[config.mk]
export PLATFORM = sky130hd
export DESIGN_NAME = camera_capture_ctrl
export DESIGN_NICKNAME = d
export VERILOG_FILES = /design/src/rtl/camera_capture_ctrl.sv
export SDC_FILE = /design/constraint.sdc
export NUM_CORES = 1
export LEC_CHECK = 0
export CAP_MARGIN = 20
export CORE_MARGIN = 2
export CORE_UTILIZATION = 45
export CTS_CLUSTER_DIAMETER = 120
export DETAILED_ROUTE_END_ITERATION = 6
export GPL_TIMING_DRIVEN = 1
export HOLD_SLACK_MARGIN = 0.1
export PLACE_DENSITY = 0.75
export SLEW_MARGIN = 40
export SYNTH_ARGS = -nofsm -noshare
export SYNTH_HDL_FRONTEND = slang
export SYNTH_SLANG_ARGS = --single-unit
export TNS_END_PERCENT = 1
[constraint.sdc]
create_clock -name i_clk_pixel -period 6.5 [get_ports i_clk_pixel]
set_clock_uncertainty 0.1 [all_clocks]
set_input_delay 1.3 -clock i_clk_pixel [delete_from_list [all_inputs] [get_ports i_clk_pixel]]
set_output_delay 1.3 -clock i_clk_pixel [all_outputs]
set_load 0.02 [all_outputs]
[src/rtl/camera_capture_ctrl.sv]
`default_nettype none
// ============================================================================
// Module   : camera_capture_ctrl
// Brief    : Frame-capture sequencer for an RGB565 camera stream (pixel clock
//            domain). Optional measurement logic enabled by CAPTURE_STATS_EN.
// Revision : 1.0 - initial release
// ============================================================================
module camera_capture_ctrl #(
    parameter int H_ACTIVE  = 1280,
    parameter int V_ACTIVE  = 720,
    parameter int CNT_W     = 12,
    parameter bit VSYNC_POL = 1'b1
) (
    input  logic             i_clk_pixel,
    input  logic             i_rstn,
    input  logic             i_rgb565_vde,
    input  logic             i_rgb565_vsync,
    input  logic [15:0]      i_rgb565_data,
    input  logic             i_cap_enable,
    input  logic             i_cap_single,
    input  logic [3:0]       i_frame_skip,
    input  logic             i_err_clr,
    output logic [15:0]      o_tdata,
    output logic             o_tvalid,
    input  logic             i_tready,
    output logic             o_tuser,
    output logic             o_tlast,
    output logic             o_busy,
    output logic             o_frame_done,
    output logic [15:0]      o_frame_cnt,
    output logic             o_err_size,
    output logic             o_err_ovf,
    output logic [CNT_W-1:0] o_meas_width,
    output logic [CNT_W-1:0] o_meas_height
);

    typedef enum logic [1:0] {
        S_IDLE     = 2'd0,
        S_WAIT_SOF = 2'd1,
        S_CAPTURE  = 2'd2
    } state_t;

    localparam logic [CNT_W-1:0] C_H      = CNT_W'(H_ACTIVE);
    localparam logic [CNT_W-1:0] C_H_LAST = CNT_W'(H_ACTIVE - 1);
    localparam logic [CNT_W-1:0] C_V      = CNT_W'(V_ACTIVE);
    localparam logic [CNT_W-1:0] C_V_LAST = CNT_W'(V_ACTIVE - 1);
    localparam logic [CNT_W-1:0] C_MAX    = '1;

    state_t           r_state;
    logic             r_single;
    logic [3:0]       r_skip_cnt;
    logic [CNT_W-1:0] r_pix;
    logic [CNT_W-1:0] r_line;
    logic             r_vde;
    logic             r_vs_act;

    logic w_vs_act;
    logic w_sof;
    logic w_eol;
    logic w_pix_ok;

    assign w_vs_act = VSYNC_POL ? i_rgb565_vsync : ~i_rgb565_vsync;
    assign w_sof    = w_vs_act & ~r_vs_act;
    assign w_eol    = r_vde & ~i_rgb565_vde;
    assign w_pix_ok = (r_pix < C_H) && (r_line < C_V);

    always_ff @(posedge i_clk_pixel or negedge i_rstn) begin
        if (!i_rstn) begin
            r_state      <= S_IDLE;
            r_single     <= 1'b0;
            r_skip_cnt   <= 4'd0;
            r_pix        <= '0;
            r_line       <= '0;
            r_vde        <= 1'b0;
            r_vs_act     <= 1'b0;
            o_tdata      <= 16'd0;
            o_tvalid     <= 1'b0;
            o_tuser      <= 1'b0;
            o_tlast      <= 1'b0;
            o_busy       <= 1'b0;
            o_frame_done <= 1'b0;
            o_frame_cnt  <= 16'd0;
            o_err_size   <= 1'b0;
            o_err_ovf    <= 1'b0;
        end else begin
            r_vde        <= i_rgb565_vde;
            r_vs_act     <= w_vs_act;
            o_frame_done <= 1'b0;
            // Clear comes first so any error raised this cycle overrides it
            if (i_err_clr) begin
                o_err_size <= 1'b0;
                o_err_ovf  <= 1'b0;
            end
            if (o_tvalid && i_tready) begin
                o_tvalid <= 1'b0;
            end
            case (r_state)
                S_IDLE: begin
                    if (i_cap_enable || i_cap_single) begin
                        r_state  <= S_WAIT_SOF;
                        r_single <= i_cap_single;
                        o_busy   <= 1'b1;
                    end
                end
                S_WAIT_SOF: begin
                    if (w_sof) begin
                        if (r_skip_cnt < i_frame_skip) begin
                            r_skip_cnt <= r_skip_cnt + 4'd1;
                        end else begin
                            r_skip_cnt <= 4'd0;
                            r_pix      <= '0;
                            r_line     <= '0;
                            r_state    <= S_CAPTURE;
                        end
                    end
                end
                S_CAPTURE: begin
                    if (w_sof) begin
                        // Frame restarted before completion
                        o_err_size <= 1'b1;
                        r_pix      <= '0;
                        r_line     <= '0;
                    end else if (i_rgb565_vde) begin
                        if (w_pix_ok) begin
                            o_tvalid <= 1'b1;
                            o_tdata  <= i_rgb565_data;
                            o_tuser  <= (r_pix == '0) && (r_line == '0);
                            o_tlast  <= (r_pix == C_H_LAST);
                            if (o_tvalid && !i_tready) begin
                                o_err_ovf <= 1'b1;
                            end
                        end else begin
                            o_err_size <= 1'b1;
                        end
                        if (r_pix != C_MAX) begin
                            r_pix <= r_pix + 1'b1;
                        end
                    end else if (w_eol) begin
                        if (r_pix != C_H) begin
                            o_err_size <= 1'b1;
                        end
                        r_pix <= '0;
                        if (r_line != C_MAX) begin
                            r_line <= r_line + 1'b1;
                        end
                        if (r_line == C_V_LAST) begin
                            o_frame_done <= 1'b1;
                            o_frame_cnt  <= o_frame_cnt + 16'd1;
                            if (r_single || !i_cap_enable) begin
                                r_state  <= S_IDLE;
                                r_single <= 1'b0;
                                o_busy   <= 1'b0;
                            end else begin
                                r_state <= S_WAIT_SOF;
                            end
                        end
                    end
                end
                default: begin
                    r_state <= S_IDLE;
                    o_busy  <= 1'b0;
                end
            endcase
        end
    end

`ifdef CAPTURE_STATS_EN
    logic [CNT_W-1:0] r_meas_pix;
    logic [CNT_W-1:0] r_meas_line;
    logic [CNT_W-1:0] r_last_width;

    always_ff @(posedge i_clk_pixel or negedge i_rstn) begin
        if (!i_rstn) begin
            r_meas_pix    <= '0;
            r_meas_line   <= '0;
            r_last_width  <= '0;
            o_meas_width  <= '0;
            o_meas_height <= '0;
        end else begin
            if (i_rgb565_vde && (r_meas_pix != C_MAX)) begin
                r_meas_pix <= r_meas_pix + 1'b1;
            end
            if (w_eol) begin
                r_last_width <= r_meas_pix;
                r_meas_pix   <= '0;
                if (r_meas_line != C_MAX) begin
                    r_meas_line <= r_meas_line + 1'b1;
                end
            end
            if (w_sof) begin
                o_meas_width  <= r_last_width;
                o_meas_height <= r_meas_line;
                r_meas_line   <= '0;
            end
        end
    end
`else
    assign o_meas_width  = '0;
    assign o_meas_height = '0;
`endif

endmodule
`default_nettype wire

== Word level (Yosys, flattened, before mapping) ==
Index checks and enable logic that the tools add are counted.

* Add/sub/neg operators: 4
* Order comparisons: 3
* Equality and inequality tests: 20
* Mux-type cells: 54
* Bitwise operators: 6
* Reduce and logical (&&, ||, !) cells: 21

{| class="wikitable"
|+ Operators with widths
! kind !! number
|-
| 2-to-1 mux 12 bit || 10
|-
| one-hot mux 12 bit (2 select lines) || 2
|-
| 2-to-1 mux 1 bit || 31
|-
| adder 12 x 1 -> 12 bit, second input constant || 2
|-
| logical NOT 12 bit || 2
|-
| inequality test 12 bit, second input constant || 2
|-
| AND reduction 7 bit || 3
|-
| adder 16 x 1 -> 16 bit, second input constant || 1
|-
| inequality test 2 bit, second input constant || 8
|-
| 2-to-1 mux 2 bit || 7
|-
| equality test 12 x 10 -> 1 bit, second input constant || 1
|-
| equality test 12 x 11 -> 1 bit, second input constant || 1
|-
| < comparator 12 x 10 -> 1 bit, second input constant || 1
|-
| < comparator 12 x 11 -> 1 bit, second input constant || 1
|-
| inequality test 12 x 11 -> 1 bit, second input constant || 1
|-
| AND reduction 5 bit || 2
|-
| inequality test 3 bit, second input constant || 3
|-
| inequality test 4 bit, second input constant || 2
|-
| one-hot mux 2 bit (3 select lines) || 1
|-
| AND reduction 6 bit || 1
|-
| adder 4 x 1 -> 4 bit, second input constant || 1
|-
| logical AND 1 bit || 4
|-
| < comparator 4 bit || 1
|-
| 2-to-1 mux 4 bit || 1
|-
| other kinds (12) || 19
|}

* Register bits: 72
* Input bits: 28
* Output and inout bits: 63
* Word-level logic and storage cells: 124

== Depth between registers and ports, before layout ==
* Depth after elaboration: 8
* Mapped depth: 9
* Depth with buffers taken out: 7

== Worst setup path after synthesis ==
Ideal clock, no wire load.

* Kind: in2reg
* Start point: input port i_frame_skip[1]
* End point: register r_line[4]
* Data arrival time: 2729 ps
* Required time: 6321 ps
* Setup slack: 3592 ps
* Stages: 8
* Cell sequence: inv_1 > ha_1 > inv_1 > o21a_1 > or3_1 > clkbuf_1 > a21oi_1 > mux2i_1

* Word-level cells in the longest chain between the ends: 3

{| class="wikitable"
|+ RTL lines
! element !! RTL line !! RTL
|-
| start, declared || 21 || <nowiki>input logic [3:0] i_frame_skip,</nowiki>
|-
| < comparator 4 bit || 107 || <nowiki>if (r_skip_cnt < i_frame_skip) begin</nowiki>
|-
| inequality test 2 bit (no line) || -- ||
|-
| AND reduction 6 bit (no line) || -- ||
|-
| end signal, assigned || 144 || <nowiki>r_line <= r_line + 1'b1;</nowiki>
|-
| end, declared || 53 || <nowiki>logic [CNT_W-1:0] r_line;</nowiki>
|}

No other way between the ends.
A chain may end at the register's enable or synchronous reset.

== Worst setup path after layout ==
* Start point: input port i_rgb565_vsync
* End point: register r_line[9]

* Word-level cells in the longest chain between the ends: 3

{| class="wikitable"
|+ RTL lines
! element !! RTL line !! RTL
|-
| start, declared || 17 || <nowiki>input logic i_rgb565_vsync,</nowiki>
|-
| bitwise AND 1 bit * || 63 || <nowiki>assign w_sof = w_vs_act & ~r_vs_act;</nowiki>
|-
| inequality test 3 bit (no line), or another cell as far along || -- ||
|-
| AND reduction 6 bit (no line) or one-hot mux 12 bit (2 select lines) (tied branches) || -- ||
|}

Every way passes the cells marked *; elsewhere a longest branch is shown, timed or not.

==> qor.yml <==
outcome:
  status: "complete, no violations"
clock_tree:
  cts_root_buf: "clkbuf_8"
  ctsResizeCount: 0
  clkTransAtPathRegs_ps: 80
  numCtsBuffers: 9
  cts.sinks: 72
  tritoncts: "built"
  cts_hold_buf: 0
  clock_latency_ps: 350
  cts_max_path_buffers: 2
  h-tree-depth: 3
  cts_setup_buffers: 0
final_layout:
  nets: 506
  area_growth_pct: 20.8
  mostFrequentLayoutCell: "dfrtp_1"
  final_cell_mix: "dfrtp_1, clkdlybuf4s50_1, nand2_1"
  final_core_util_pct: 55.9
  antennaDiodeCount: 0
  drive_above_1_share_pct: 5.96
routing:
  vias_per_cell: 5.45
  routedWlPerCell_um: 15.1
  drt_iter0_markers: 143
  postRouteAntennaNets: 0
  num_vias: 3148
  first_pass_iters: 4
  drt-total-wl_um: 8710
  drc: 0
worst_setup_path:
  rr_worst_depth: 6
  cp_top_family: "simple AND/OR/NAND/NOR gates"
  critical_path_class: "in -> reg"
  worst-path-buf-inv: 1
  slowest_delay_ps: 650
  crit_required_ps: 6680
  critPathMaxFanout: 11
  end_kind: "flip-flop"
  cp.arrival_ps: 3810
  cpMaxStageDelayCell: "nor2b_1"
  rrSetupSlack_ps: 3850
  critical_path.cell_chain: "clkdlybuf4s50_1, nor2b_1, nand2_1, or3_1, a211oi_1, mux2i_1"
  crit_end: "r_line[9]$_DFFE_PN0P_"
  path_depth: 6
  r2r_end: "o_frame_cnt[1]$_DFFE_PN0P_"
  critPathLaunchType: "input pin"
  cp-startpoint: "i_rgb565_vsync"
  reg2reg_from: "r_state[0]$_DFFE_PN0P_"
pwr:
  p_int_uw: 911
  pwr-share-clk_pct: 25.0
  p_sw_share_pct: 36.8
  power_density_nw_per_um2: 297
  p_seq_share_pct: 40.7
  combPwrFrac_pct: 34.4
  switchingPower_uw: 530
  p_leak_uw: 0.00210
  peakVddDrop_v: 0.000189
yosys:
  synth.avg_cell_area_um2: 9.99
  ys_ff_latch: 72
  async_reset_ff_share_pct: 100
  synth_seq_area_share_pct: 44.9
  yosysTopAreaCellShare_pct: 44.9
  syn_inst: 402
  ys.flop_type: "dfrtp_1"
  ys_warn_count: 0
  synth_area_leader_cell: "dfrtp_1"
  synth_cell_types: 56
  synth.area.top_cells: "dfrtp_1, mux2_1, buf_4"
  syn-cell-area_um2: 4020
  synth-edff-count: 0
global_routing:
  grt_pass1_wl_um: 14800
  grt_use_met3_pct: 4.04
  grt_antenna_before_repair: 0
  grt_max_degree: 73
  met1_usage_pct: 24.3
  first_global_vias: 3058
  grt-ovfl-total: 0
  grt_use_met2_pct: 30.6
  grtUsageTotal_pct: 18.7
  top_usage_layer: "met2"
die:
  io_pins: 91
  start_util_pct: 46.3
  die_x_um: 98.5
  num_rows: 34
  core_um2: 8680
  die_area_um2: 9690
  die_y_um: 98.5
timing:
  final.period_utilization_pct: 55.8
  period_minus_slack_ps: 3630
  tightest_slew_ps: 789
  slew_violations: 0
  setup_viol: 0
  fmax_ghz: 0.276
  fin_setup_tns_ps: 0
  relSlewSlack_pct: 47.3
  hold_viol: 0
  rsz0062_at_grt: "false"
flow_run:
  maxCapViolCount: 0
placed_design:
  portBuffers: 66
  gp_congestion: 0.895
  hpwlAfterDp_um: 6210
min_path:
  min_path_type: "reg -> reg"
power groups by stage:
stage	registers, uW	logic [uW]	clock network [uW]
after floorplan	620	300	0
after global placement	590	479	0
after detailed placement	593	493	0
after CTS	586	498	365
after global routing	599	551	385
final	586	495	360
state kept, by name, summed over array words and instances, names as in the netlist:
name / cells
o_frame_cnt: 16
o_tdata: 16
r_line: 12
r_pix: 12
r_skip_cnt: 4
r_state: 2
o_busy: 1
o_err_ovf: 1
o_err_size: 1
o_frame_done: 1
o_tlast: 1
o_tuser: 1
o_tvalid: 1
r_single: 1
r_vde: 1
r_vs_act: 1
through the flow:
step           total power [uW]  area, um2  cells  setup WS, ps  hold slack, ps
6_report                   1440       4850    578          2870             364
5_1_grt                    1530       4850    578          2660             378
4_1_cts                    1450       4850    578          2910             372
3_5_place_dp               1090       4650    562          2560             362
3_3_place_gp               1070       4650    562          2560             364
2_1_floorplan               920       4100    425          3590             365
synth_stat cells (2+ instances only):
cell type,number
ha_1,13
and2_1,5
and3_1,6
buf_2,4
mux2i_1,9
a31oi_1,13
nand2_1,29
a21oi_1,12
nor4b_1,3
mux2_1,20
xor2_1,6
nand3_1,16
o41ai_1,3
a22o_1,2
clkbuf_1,6
nor3_2,2
dfrtp_1,72
or2_1,2
o21ai_1,6
o21a_1,2
a21o_1,4
o2bb2ai_1,3
nor3b_1,3
o21bai_1,7
nand2b_1,3
nor3_1,12
nor2_1,21
inv_1,17
or4_1,3
or3_1,2
a32o_1,2
o21ai_0,16
nand3_2,2
and4_1,2
nor2b_1,4
xnor2_1,9
nor4_1,3
nand4_1,13
o21ai_2,2
buf_4,27
how the worst min path moves through the flow:
stage	from	endpoint	slack, ps	cells after the start
6_report	o_frame_cnt[15]$_DFFE_PN0P_	o_frame_cnt[15]$_DFFE_PN0P_	360	1
5_1_grt	o_frame_cnt[15]$_DFFE_PN0P_	o_frame_cnt[15]$_DFFE_PN0P_	380	1
4_1_cts	o_frame_cnt[15]$_DFFE_PN0P_	o_frame_cnt[15]$_DFFE_PN0P_	370	1
3_5_place_dp	o_frame_cnt[15]$_DFFE_PN0P_	o_frame_cnt[15]$_DFFE_PN0P_	360	1
3_3_place_gp	o_frame_cnt[15]$_DFFE_PN0P_	o_frame_cnt[15]$_DFFE_PN0P_	360	1
2_1_floorplan	r_single$_DFFE_PN0P_	r_single$_DFFE_PN0P_	360	2
cells by family after synthesis:
kind of cell,Yosys count,share of synthesized area [%]
multiplexers,29,7.85
flip-flops,72,44.9
adder cells (fa/ha/maj),13,4.05
other,1,0.0934
XOR/XNOR,15,3.27
AO/OA/AOI/OAI,81,13.2
buffers and inverters,56,8.07
AND/OR/NAND/NOR,135,18.6
area by class of cell:
type                       instances  area, um2
inverter                          18       67.6
clock buffer                      10        128
tap                              108        135
sequential                        72       1800
clock inverter                     6       67.6
timing repair buffer              67        667
multi-input combinational        297       1980
fill                             769       3830
per-layer routing:
layer | routed length (um) | part of all wire [%]
met1 | 3800 | 44
met2 | 4200 | 48
met3 | 483 | 5.5
met4 | 222 | 2.5
met5 | 0 | 0
(Power assumes the default switching activity.)
